--- src/rtl/debug_step_controller_if.sv ---
// Board-side bundle of debug_step_controller: buttons, breakpoint
// inputs, CPU hooks and the status outputs that feed the HEX display.
interface debug_step_controller_if #(
    parameter int CNT_W = 16
);
    logic             key_step_n;
    logic             key_run_n;
    logic             manual_mode;
    logic             bp_en;
    logic [6:0]       bp_pc;
    logic [6:0]       pc_fetch;
    logic             cpu_halt;
    logic             cpu_en;
    logic [CNT_W-1:0] step_count;
    logic             bp_hit;
    logic             disp_refresh;
    logic [1:0]       ctrl_state;

    modport master (
        output key_step_n, key_run_n, manual_mode,
        output bp_en, bp_pc, pc_fetch, cpu_halt,
        input  cpu_en, step_count, bp_hit,
        input  disp_refresh, ctrl_state
    );

    modport slave (
        input  key_step_n, key_run_n, manual_mode,
        input  bp_en, bp_pc, pc_fetch, cpu_halt,
        output cpu_en, step_count, bp_hit,
        output disp_refresh, ctrl_state
    );
endinterface

--- src/rtl/debug_step_controller.sv ---
// Step/run/free-run clock-enable sequencer for the pipelined CPU.
// Define DEBUG_BREAKPOINT_EN to build the fetch-PC breakpoint logic.
module debug_step_controller #(
    parameter int DEBOUNCE_CYCLES = 16,
    parameter int CNT_W           = 16
) (
    input logic                    clk,
    input logic                    rst_n,
    debug_step_controller_if.slave dbg
);
    localparam int DW = $clog2(DEBOUNCE_CYCLES + 1);
    localparam logic [DW-1:0] DB_LAST = DW'(DEBOUNCE_CYCLES - 1);

    typedef enum logic [1:0] {
        IDLE   = 2'd0,
        STEP   = 2'd1,
        RUN    = 2'd2,
        HALTED = 2'd3
    } state_t;

    // Bit 0 is the STEP key, bit 1 the RUN/STOP key.
    logic [1:0]    key_raw;
    logic [1:0]    sync1_q;
    logic [1:0]    sync2_q;
    logic [1:0]    db_q;
    logic [1:0]    db_prev_q;
    logic [1:0]    press_q;
    logic [DW-1:0] db_cnt_q [2];
    logic          step_press;
    logic          run_press;

    assign key_raw    = {dbg.key_run_n, dbg.key_step_n};
    assign step_press = press_q[0];
    assign run_press  = press_q[1];

    always_ff @(posedge clk or negedge rst_n) begin
        if (!rst_n) begin
            sync1_q     <= '1;
            sync2_q     <= '1;
            db_q        <= '1;
            db_prev_q   <= '1;
            press_q     <= '0;
            db_cnt_q[0] <= '0;
            db_cnt_q[1] <= '0;
        end else begin
            sync1_q   <= key_raw;
            sync2_q   <= sync1_q;
            db_prev_q <= db_q;
            press_q   <= db_prev_q & ~db_q;
            for (int i = 0; i < 2; i++) begin
                if (sync2_q[i] == db_q[i]) begin
                    db_cnt_q[i] <= '0;
                end else if (db_cnt_q[i] == DB_LAST) begin
                    db_q[i]     <= sync2_q[i];
                    db_cnt_q[i] <= '0;
                end else begin
                    db_cnt_q[i] <= db_cnt_q[i] + DW'(1);
                end
            end
        end
    end

    state_t           state_q;
    state_t           state_d;
    logic             cpu_en;
    logic             bp_match;
    logic             refresh_q;
    logic             refresh_d;
    logic [CNT_W-1:0] cnt_q;

    assign cpu_en = (state_q == STEP)
                  | ((state_q == RUN) & ~bp_match);

    always_comb begin
        state_d = state_q;
        unique case (state_q)
            IDLE: begin
                if (!dbg.manual_mode)  state_d = RUN;
                else if (run_press)    state_d = RUN;
                else if (step_press)   state_d = STEP;
            end
            STEP: state_d = IDLE;
            RUN: begin
                if (dbg.manual_mode && run_press) state_d = IDLE;
                else if (bp_match)                state_d = IDLE;
            end
            HALTED: state_d = HALTED;
        endcase
        if (dbg.cpu_halt && cpu_en) state_d = HALTED;
        refresh_d = ((state_q == STEP) && (state_d == IDLE))
                  | ((state_q == RUN) && (state_d != RUN));
    end

    always_ff @(posedge clk or negedge rst_n) begin
        if (!rst_n) begin
            state_q   <= IDLE;
            refresh_q <= 1'b0;
            cnt_q     <= '0;
        end else begin
            state_q   <= state_d;
            refresh_q <= refresh_d;
            if (cpu_en && (cnt_q != '1)) cnt_q <= cnt_q + 1'b1;
        end
    end

`ifdef DEBUG_BREAKPOINT_EN
    logic bp_skip_q;
    logic bp_hit_q;

    // Skip lets a resume start fetching from the PC we stopped on.
    assign bp_match = dbg.manual_mode & dbg.bp_en
                    & (dbg.pc_fetch == dbg.bp_pc) & ~bp_skip_q;

    always_ff @(posedge clk or negedge rst_n) begin
        if (!rst_n) begin
            bp_skip_q <= 1'b0;
            bp_hit_q  <= 1'b0;
        end else begin
            if ((state_q == IDLE) && (state_d != IDLE))
                bp_skip_q <= 1'b1;
            else if (cpu_en)
                bp_skip_q <= 1'b0;
            if ((state_q == RUN) && bp_match)
                bp_hit_q <= 1'b1;
            else if ((state_q == IDLE) && dbg.manual_mode
                     && (step_press || run_press))
                bp_hit_q <= 1'b0;
        end
    end

    assign dbg.bp_hit = bp_hit_q;
`else
    logic unused_bp;
    assign unused_bp  = &{1'b0, dbg.bp_en, dbg.bp_pc, dbg.pc_fetch};
    assign bp_match   = 1'b0;
    assign dbg.bp_hit = 1'b0;
`endif

    assign dbg.cpu_en       = cpu_en;
    assign dbg.step_count   = cnt_q;
    assign dbg.disp_refresh = refresh_q;
    assign dbg.ctrl_state   = state_q;
endmodule

--- src/flat_wrapper.sv ---
// flat-port wrapper written by rule: the top's interface ports become plain ports
module debug_step_controller_flat 
#(
    parameter int DEBOUNCE_CYCLES = 16,
    parameter int CNT_W           = 16
)
  (clk, rst_n, dbg_key_step_n, dbg_key_run_n, dbg_manual_mode, dbg_bp_en, dbg_bp_pc, dbg_pc_fetch, dbg_cpu_halt, dbg_cpu_en, dbg_step_count, dbg_bp_hit, dbg_disp_refresh, dbg_ctrl_state);
  debug_step_controller_if #(.CNT_W(CNT_W)) dbg_i ();
  input logic clk;
  input logic rst_n;
  input wire logic [$bits(dbg_i.key_step_n)-1:0] dbg_key_step_n;
  input wire logic [$bits(dbg_i.key_run_n)-1:0] dbg_key_run_n;
  input wire logic [$bits(dbg_i.manual_mode)-1:0] dbg_manual_mode;
  input wire logic [$bits(dbg_i.bp_en)-1:0] dbg_bp_en;
  input wire logic [$bits(dbg_i.bp_pc)-1:0] dbg_bp_pc;
  input wire logic [$bits(dbg_i.pc_fetch)-1:0] dbg_pc_fetch;
  input wire logic [$bits(dbg_i.cpu_halt)-1:0] dbg_cpu_halt;
  output wire logic [$bits(dbg_i.cpu_en)-1:0] dbg_cpu_en;
  output wire logic [$bits(dbg_i.step_count)-1:0] dbg_step_count;
  output wire logic [$bits(dbg_i.bp_hit)-1:0] dbg_bp_hit;
  output wire logic [$bits(dbg_i.disp_refresh)-1:0] dbg_disp_refresh;
  output wire logic [$bits(dbg_i.ctrl_state)-1:0] dbg_ctrl_state;
  assign dbg_i.key_step_n = dbg_key_step_n;
  assign dbg_i.key_run_n = dbg_key_run_n;
  assign dbg_i.manual_mode = dbg_manual_mode;
  assign dbg_i.bp_en = dbg_bp_en;
  assign dbg_i.bp_pc = dbg_bp_pc;
  assign dbg_i.pc_fetch = dbg_pc_fetch;
  assign dbg_i.cpu_halt = dbg_cpu_halt;
  assign dbg_cpu_en = dbg_i.cpu_en;
  assign dbg_step_count = dbg_i.step_count;
  assign dbg_bp_hit = dbg_i.bp_hit;
  assign dbg_disp_refresh = dbg_i.disp_refresh;
  assign dbg_ctrl_state = dbg_i.ctrl_state;
  debug_step_controller #(.DEBOUNCE_CYCLES(DEBOUNCE_CYCLES), .CNT_W(CNT_W)) u_core (.clk(clk), .rst_n(rst_n), .dbg(dbg_i));
endmodule
--- config.mk ---
export PLATFORM = sky130hd
export DESIGN_NAME = debug_step_controller_flat
export DESIGN_NICKNAME = d
export VERILOG_FILES = /design/src/rtl/debug_step_controller_if.sv /design/src/rtl/debug_step_controller.sv /design/src/flat_wrapper.sv
export SDC_FILE = /design/constraint.sdc
export NUM_CORES = 1
export LEC_CHECK = 0
export BUFFER_PORTS_ARGS = -buffer_cell sky130_fd_sc_hd__buf_2
export CAP_MARGIN = 20
export CELL_PAD_IN_SITES_DETAIL_PLACEMENT = 1
export CELL_PAD_IN_SITES_GLOBAL_PLACEMENT = 1
export CORE_MARGIN = 10
export CORE_UTILIZATION = 46
export CTS_BUF_LIST = sky130_fd_sc_hd__clkbuf_4 sky130_fd_sc_hd__clkbuf_8
export DETAILED_ROUTE_END_ITERATION = 7
export PLACE_DENSITY = 0.94
export SLEW_MARGIN = 5
export SYNTH_ARGS = -nofsm -noshare
export SYNTH_HDL_FRONTEND = slang
export SYNTH_SLANG_ARGS = --single-unit
--- constraint.sdc ---
create_clock -name clk -period 2.93 [get_ports clk]
set_input_delay 0.879 -clock clk [delete_from_list [all_inputs] [get_ports clk]]
set_output_delay 0.879 -clock clk [all_outputs]
set_load 0.05 [all_outputs]
# After elaboration in Yosys (flattened, before gate mapping)

Index checks and enable logic that the tools add are counted.

Logic and storage cells: 48
Register bits after elaboration: 39
Output and inout bits: 21

Muxes and demuxes: 10
Reduce and logical (&&, ||, !) cells: 9
Add/sub/neg operators: 3
Bitwise gates (word level): 6
Equal/unequal tests: 9

Operators by type and width:

| operator              | number |
|---|---|
| $mux 5                | 4 |
| $add 16x1->16 const B | 1 |
| $ne 16x16->1 const B  | 1 |
| $add 5x1->5 const B   | 2 |
| $eq 5x4->1 const B    | 2 |
| $mux 2                | 5 |
| $pmux 2 s4            | 1 |
| $logic_and 1x1->1     | 5 |
| $eq 2x2->1 const B    | 2 |
| $logic_not 2->1       | 2 |
| $reduce_and 2->1      | 2 |
| $and 2x2->2           | 1 |
| $eq 1x1->1            | 2 |
| $eq 2x1->1 const B    | 1 |
| $ne 2x2->1 const B    | 1 |
| $not 1->1             | 2 |
| $not 2->2             | 1 |
| $or 1x1->1            | 2 |

# Longest topological paths before layout

Gate-level depths: netlist of the first run.

Word-level depth: 8
Gate-level depth with buffers: 7

# Least setup slack after synthesis of the first run

No wires, ideal clock.

Path kind: flip-flop to flip-flop
Start: register u_core.state_q[1] (netlist: u_core.dbg.ctrl_state[1])
End: register u_core.cnt_q[15] (netlist: u_core.dbg.step_count[15])
Slack: 0.361 ns
Cell stages (with the launch flop): 8
Arrival: 2.444 ns
Required time: 2.805 ns
Cells stage by stage: dfrtp_1 -> inv_1 -> ha_1 -> clkbuf_1 -> nand3_1 -> nor2_1 -> nand3_1 -> mux2_2

Longest elaborated chain between the ends: 3

Ends and longest elaborated chain:

| item                                     | RTL line                                                 | source |
|---|---|---|
| start: declaration                       | debug_step_controller.sv:63                              | `state_t state_q;` |
| start signal: assignment                 | debug_step_controller.sv:100                             | `state_q <= state_d;` |
| $eq 2x1->1 or $eq 2x2->1 (tied branches) | debug_step_controller.sv:71, debug_step_controller.sv:72 |  |
| $or 1x1->1 (*)                           | debug_step_controller.sv:72                              | `\| ((state_q == RUN) & ~bp_match);` |
| net dbg_cpu_en                           | flat_wrapper.sv:18                                       | `output wire logic [$bits(dbg_i.cpu_en)-1:0] dbg_cpu_en;` |
| $logic_and 1x1->1 (*)                    | debug_step_controller.sv:102                             | `if (cpu_en && (cnt_q != '1)) cnt_q <= cnt_q + 1'b1;` |
| end signal: assignment                   | debug_step_controller.sv:102                             |  |
| end: declaration                         | debug_step_controller.sv:69                              | `logic [CNT_W-1:0] cnt_q;` |

The timed path passes the listed nets; every way through them passes the cells marked *.
A chain may end at the register's enable or synchronous reset.

# Worst setup path after layout of the first run

Start: register u_core.state_q[1] (netlist: u_core.dbg.ctrl_state[1])
End: output port dbg_cpu_en

Longest elaborated chain between the ends: 2

Ends and longest elaborated chain:

| item                                     | RTL line |
|---|---|
| $eq 2x1->1 or $eq 2x2->1 (tied branches) | debug_step_controller.sv:71, debug_step_controller.sv:72 |
| $or 1x1->1 (*)                           | debug_step_controller.sv:72 |
| end: declaration                         | flat_wrapper.sv:18 |

Mark *: on every way between the ends. The rest lies on a longest branch, timed or not.

==> qor.txt, run 1 <==
Psw -> 205 uW
CP Capture Type -> output port
Startpoint Class -> flip-flop
core area -> 3660 sq um
post-synthesis cell count -> 147
R2R depth -> 6
total CTS buffers -> 5
Mapped Area -> 1740 sq um
DRC -> 0
TritonRoute pass-1 iters -> 4
Clock Skews -> 0.00474 ns
Cells on Worst Hold Path -> 0
Critical Setup Path Class -> flip-flop to output port
Reg area -> 986 sq um
clock slew at reported path FFs -> 0.07 ns
status -> complete, no violations
Total Power -> 950 uW
Layout Nets -> 204
number of synthesized flops with an enable pin -> 0
multi-input logic area -> 713 sq um
Slew @ Worst Pin -> 0.823 ns
Hold Crit Class -> flip-flop to flip-flop
global route overflow -> 0
Filler cells -> 390
Post-CTS Hold Buffers -> 0
Detail Route Antenna Nets -> 0
I/O Pins -> 42
maximum resistive drop on vdd -> 0.000305 V
number of global-route vias before repair -> 1,345
#FFs+latches synth -> 39
Vias/cell -> 5.45
Setup Viol. Count Final -> 0
row count -> 22
Net Count, Synth -> 175
post-cts resize count -> 0
clock sinks -> 39
r2r setup slk -> 0.78 ns
RR Startpoint -> u_core.dbg.ctrl_state[1]
Yosys cell types -> 38
postcts setup bufs -> 0
Logic pwr share -> 3.2%
most frequent cells in the layout -> 31 x dfrtp_1, 25 x buf_2, 15 x nor2_1, 10 x nand3_1, 9 x xor2_1
Max-slew headroom -> 45.1%
GRT Resource Usage Total -> 12.1%
H-tree depth -> 2
PortBufs -> 25
commonest non-fill, non-tap cell in the layout -> dfrtp_1
CTS root buf -> clkbuf_8
first-pass GRT wire length -> 6180 microns
iteration-0 DRC count of the detailed router -> 51
ys flop type -> dfrtp_1
Die Height -> 81.5 microns
ratio of cells with drive above 1 in the final layout -> 28.2%
Initial Util -> 47.5%
setup TNS -> 0 ns
DIE WIDTH -> 81.5 microns
Crit Reg-Reg Endpoint -> u_core.dbg.step_count[15]
fin crit period -> 2.60 ns
Post-DP HPWL -> 2880 microns
Worst Path Required -> 2.05 ns
clk buf depth -> 2
highest clock rate -> 0.384 GHz
die area -> 6640 sq um
initial antenna violation count -> 0
pwr/cell area -> 476 nW/um^2
CTS tree -> done
crit share post-route -> 88.8%
Synth async-reset ratio -> 100%
Antenna Cells -> 0
Via Count -> 1,226
sequential area share after synthesis -> 56.7%
max cap viols -> 0
area grow syn2layout -> 14.8%
Net Sw Frac -> 21.6%
pin count of the biggest net entering global routing -> 40
crit path launch -> u_core.dbg.ctrl_state[1]
WP data arrival -> 1.72 ns
Final Slew Violations -> 0
Worst setup endpoint -> dbg_cpu_en
total wire length -> 3830 microns
syn avg cell area -> 11.8 sq um
Yosys warning total -> 0
critical path peak fanout -> 10
Clock Power Share -> 38.2%
Pint -> 745 uW
GP Congestion -> 0.836
Pleak -> 0.00102 uW
Final Hold Viols -> 0
Routed WL per cell -> 17.0 microns
RSZ-0062 raised after global routing -> false
clock latency on the worst-skew pair -> 0.29 ns
sequential power share -> 58.6%
[power groups by stage]
| stage | Clock, uW | Combinational [uW] | Sequential [uW] |
|---|---|---|---|
| 4_1_cts | 378 | 31.6 | 557 |
| 6_report | 363 | 30.0 | 557 |
| 3_3_place_gp | 0 | 28.9 | 566 |
| 3_5_place_dp | 0 | 31.4 | 567 |
| 5_1_grt | 402 | 35.0 | 558 |
| 2_1_floorplan | 0 | 15.1 | 565 |
[through the flow]
step	cell area [sq um]	utilization (%)	instances	worst slack, ns	hold slack, ns
global route	2000	54.5	225	0.231	0.363
global placement	1910	52.1	217	0.757	0.347
finish	2000	54.5	225	0.327	0.357
detailed placement	1910	52.1	217	0.654	0.349
floorplan	1740	-	147	0.361	0.345
CTS	2000	54.5	225	0.334	0.354
[synthesized netlist by cell type (all sizes together) (2+ instances only)]
master / instances / area (sq um)
dfstp: 8 / 210
nand4: 6 / 58.8
a21oi: 3 / 15.0
o2111ai: 2 / 17.5
inv: 6 / 22.5
nand3: 11 / 60.1
mux2: 5 / 56.3
o21ai: 3 / 15.0
and3: 5 / 32.5
buf: 2 / 12.5
and2: 3 / 18.8
xor2: 9 / 78.8
nand2: 7 / 26.3
nor2: 15 / 56.3
xnor2: 8 / 70.1
nor2b: 2 / 12.5
dfrtp: 31 / 776
ha: 7 / 87.6
[layout make-up]
class | count | share of cell area [%]
Clock inverter | 1 | 0.251
Tap cell | 48 | 3.01
Timing Repair Buffer | 25 | 6.27
Multi-Input combinational cell | 99 | 35.7
Inverter | 6 | 1.13
Clock buffer | 7 | 4.20
Sequential cell | 39 | 49.4
[metal layers]
metal  share of wire [%]  up-vias  GRT usage [%]
li1                    -      564              -
met1                  41      631           13.3
met2                  51       26           19.6
met3                 6.7        5           5.02
met4                 1.1        0           6.23
met5                   0        -              0
[kinds of logic after synthesis]
kind of cell	after synthesis	share of synthesized area [%]
simple gates	53	16.9
flops	39	56.7
xor+xnor	17	8.57
compound gates	15	6.48
buf+inv	9	2.23
fa+ha+maj	7	5.04
mux	6	3.82
other cells	1	0.216
[how the worst min path moves through the flow]
stage / start / endpoint
4_1_cts: u_core.sync1_q[1] / u_core.sync2_q[1]
2_1_floorplan: u_core.sync1_q[0] / u_core.sync2_q[0]
3_3_place_gp: u_core.sync1_q[1] / u_core.sync2_q[1]
3_5_place_dp: u_core.sync1_q[0] / u_core.sync2_q[0]
5_1_grt: u_core.sync1_q[1] / u_core.sync2_q[1]
6_report: u_core.sync1_q[0] / u_core.sync2_q[0]
[state kept, by name, summed over array words and instances (netlist names)]
signal,flops
u_core.db_cnt_q,10
u_core.db_prev_q,2
u_core.db_q,2
u_core.dbg.ctrl_state,2
u_core.dbg.disp_refresh,1
u_core.dbg.step_count,16
u_core.press_q,2
u_core.sync1_q,2
u_core.sync2_q,2
[critical path, stage by stage (launching register included)]
cell and delay (ns):
dfrtp_1 0.45, inv_1 0.10, ha_1 0.54, buf_2 0.34
Power figures use the tool's default switching activity.
==> run 2: changes to the inputs <==
Settings changed: MAX_ROUTING_LAYER set to met4.
==> qor.txt, run 2 (same netlist as run 1, synthesis figures left out) <==
status -> complete, no violations (unchanged)
iteration-0 DRC count of the detailed router -> 56 (was 51)
Clock Skews -> 0.00402 ns (was 0.00474 ns)
initial antenna violation count -> 0 (unchanged)
die area -> 6640 sq um (unchanged)
highest clock rate -> 0.384 GHz (about the same)
r2r setup slk -> 0.78 ns (about the same)
clock sinks -> 39 (unchanged)
CTS root buf -> clkbuf_8 (unchanged)
crit share post-route -> 88.8% (about the same)
core area -> 3660 sq um (unchanged)
WP data arrival -> 1.72 ns (about the same)
setup slack after layout -> 0.327 ns (about the same)
total wire length -> 3840 microns (was 3830 microns)
Via Count -> 1,223 (was 1,226)
CP Capture Type -> output port (unchanged)
Crit Reg-Reg Endpoint -> u_core.dbg.step_count[15] (unchanged)
worst slack at placement -> 0.654 ns (unchanged)
Critical Setup Path Class -> flip-flop to output port (unchanged)
max FFs per register -> 16 (unchanged)
Top delay family on crit path -> adder cells (unchanged)
DIE WIDTH -> 81.5 microns (unchanged)
fin crit period -> 2.60 ns (about the same)
postcts setup bufs -> 0 (unchanged)
first-pass GRT wire length -> 6180 microns (about the same)
total CTS buffers -> 5 (unchanged)
commonest non-fill, non-tap cell in the layout -> dfrtp_1 (unchanged)
TritonRoute pass-1 iters -> 4 (unchanged)
Routed WL per cell -> 17.1 microns (was 17.0 microns)
most frequent cells in the layout -> 31 x dfrtp_1, 25 x buf_2, 15 x nor2_1, 10 x nand3_1, 9 x xor2_1 (unchanged)
Layout Nets -> 204 (unchanged)
R2R depth -> 6 (unchanged)
CTS tree -> done (unchanged)
post-cts resize count -> 0 (unchanged)
critical path peak fanout -> 10 (unchanged)
GRT Resource Usage Total -> 12.4% (was 12.1%)
setup TNS -> 0 ns (unchanged)
Pleak -> 0.00102 uW (unchanged)
Final Slew Violations -> 0 (unchanged)
global route overflow -> 0 (unchanged)
area grow syn2layout -> 14.8% (unchanged)
crit-path cells -> inv_1 > ha_1 > buf_2 (unchanged)
Crit path depth -> 3 (unchanged)
RSZ-0062 raised after global routing -> false (unchanged)
Vias/cell -> 5.44 (was 5.45)
GP Congestion -> 0.849 (was 0.836)
pin count of the biggest net entering global routing -> 40 (unchanged)
Max stage delay on crit path -> 0.54 ns (about the same)
Detail Route Antenna Nets -> 0 (unchanged)
Worst Hold Path EP -> u_core.sync2_q[1] (was u_core.sync2_q[0])
PortBufs -> 25 (unchanged)
RR Startpoint -> u_core.dbg.ctrl_state[1] (unchanged)
Post-DP HPWL -> 2880 microns (unchanged)
H-tree depth -> 2 (unchanged)
Worst Path Required -> 2.05 ns (about the same)
clock slew at reported path FFs -> 0.07 ns (about the same)
clock latency on the worst-skew pair -> 0.29 ns (about the same)
pwr/cell area -> 476 nW/um^2 (about the same)
Startpoint Class -> flip-flop (unchanged)
worst path bufs/invs -> 2 (unchanged)
max cap viols -> 0 (unchanged)
DRC -> 0 (unchanged)
Antenna Cells -> 0 (unchanged)
Die Height -> 81.5 microns (unchanged)
number of global-route vias before repair -> 1,344 (was 1,345)
row count -> 22 (unchanged)
I/O Pins -> 42 (unchanged)
Post-CTS Hold Buffers -> 0 (unchanged)
Setup Viol. Count Final -> 0 (unchanged)
ratio of cells with drive above 1 in the final layout -> 28.2% (unchanged)
clk buf depth -> 2 (unchanged)
Cells on Worst Hold Path -> 0 (unchanged)
Initial Util -> 47.5% (unchanged)
Slew @ Worst Pin -> 0.837 ns (was 0.823 ns)
Hold Startpoint -> u_core.sync1_q[1] (was u_core.sync1_q[0])
Final Hold Viols -> 0 (unchanged)
Max-slew headroom -> 44.2% (was 45.1%)
Hold Crit Class -> flip-flop to flip-flop (unchanged)
Critical-path top delay cell -> ha_1 (unchanged)
maximum resistive drop on vdd -> 0.000305 V (about the same)
-- run 2: worst max path at each step --
stage                             startpoint  slack, ns                   endpoint
detailed placement  u_core.dbg.ctrl_state[0]       0.65                 dbg_cpu_en
CTS                 u_core.dbg.ctrl_state[1]       0.33                 dbg_cpu_en
finish              u_core.dbg.ctrl_state[1]       0.33                 dbg_cpu_en
global route        u_core.dbg.ctrl_state[1]       0.23                 dbg_cpu_en
floorplan           u_core.dbg.ctrl_state[1]       0.36  u_core.dbg.step_count[15]
global placement    u_core.dbg.ctrl_state[1]       0.76                 dbg_cpu_en
-- run 2: final cells by class --
cell class              instances  area, sq um
well taps                      48         60.1
clock buffers                   7         83.8
fillers                       390         1670
clock inverters                 1         5.00
repair buffers                 25          125
multi-input cells              99          713
flip-flops and latches         39          986
inverters                       6         22.5
-- run 2: through the flow --
| step | hold WS (ns) | util, % | cell area (sq um) | cells | total power [uW] |
|---|---|---|---|---|---|
| global route | 0.363 | 54.5 | 2000 | 225 | 995 |
| floorplan | 0.345 | - | 1740 | 147 | 580 |
| finish | 0.357 | 54.5 | 2000 | 225 | 950 |
| CTS | 0.354 | 54.5 | 2000 | 225 | 966 |
| detailed placement | 0.349 | 52.1 | 1910 | 217 | 598 |
| global placement | 0.347 | 52.1 | 1910 | 217 | 594 |
-- run 2: worst reg2reg max path: cells and delay by family, from the launching register on --
kind / cells / cell delay [ns]
adder cells (fa/ha/maj): 1 / 0.54
buffers and inverters: 1 / 0.10
multiplexers: 1 / 0.29
flip-flops: 1 / 0.45
AND/OR/NAND/NOR: 3 / 0.67
-- run 2: power by group --
group | total, uW | internal, uW | switching, uW
clock network | 363 | 185 | 177
registers | 557 | 550 | 6.79
logic | 30.2 | 9.07 | 21.1
-- run 2: routing by layer --
metal | part of all wire [%] | vias to the layer above | wire [microns] | track usage (%)
met5 | 0 | - | 0 | -
met4 | 2.0 | 0 | 76 | 6.23
met3 | 6.1 | 8 | 234 | 4.80
met2 | 51 | 24 | 1950 | 19.6
met1 | 41 | 623 | 1580 | 13.4
li1 | - | 568 | - | -
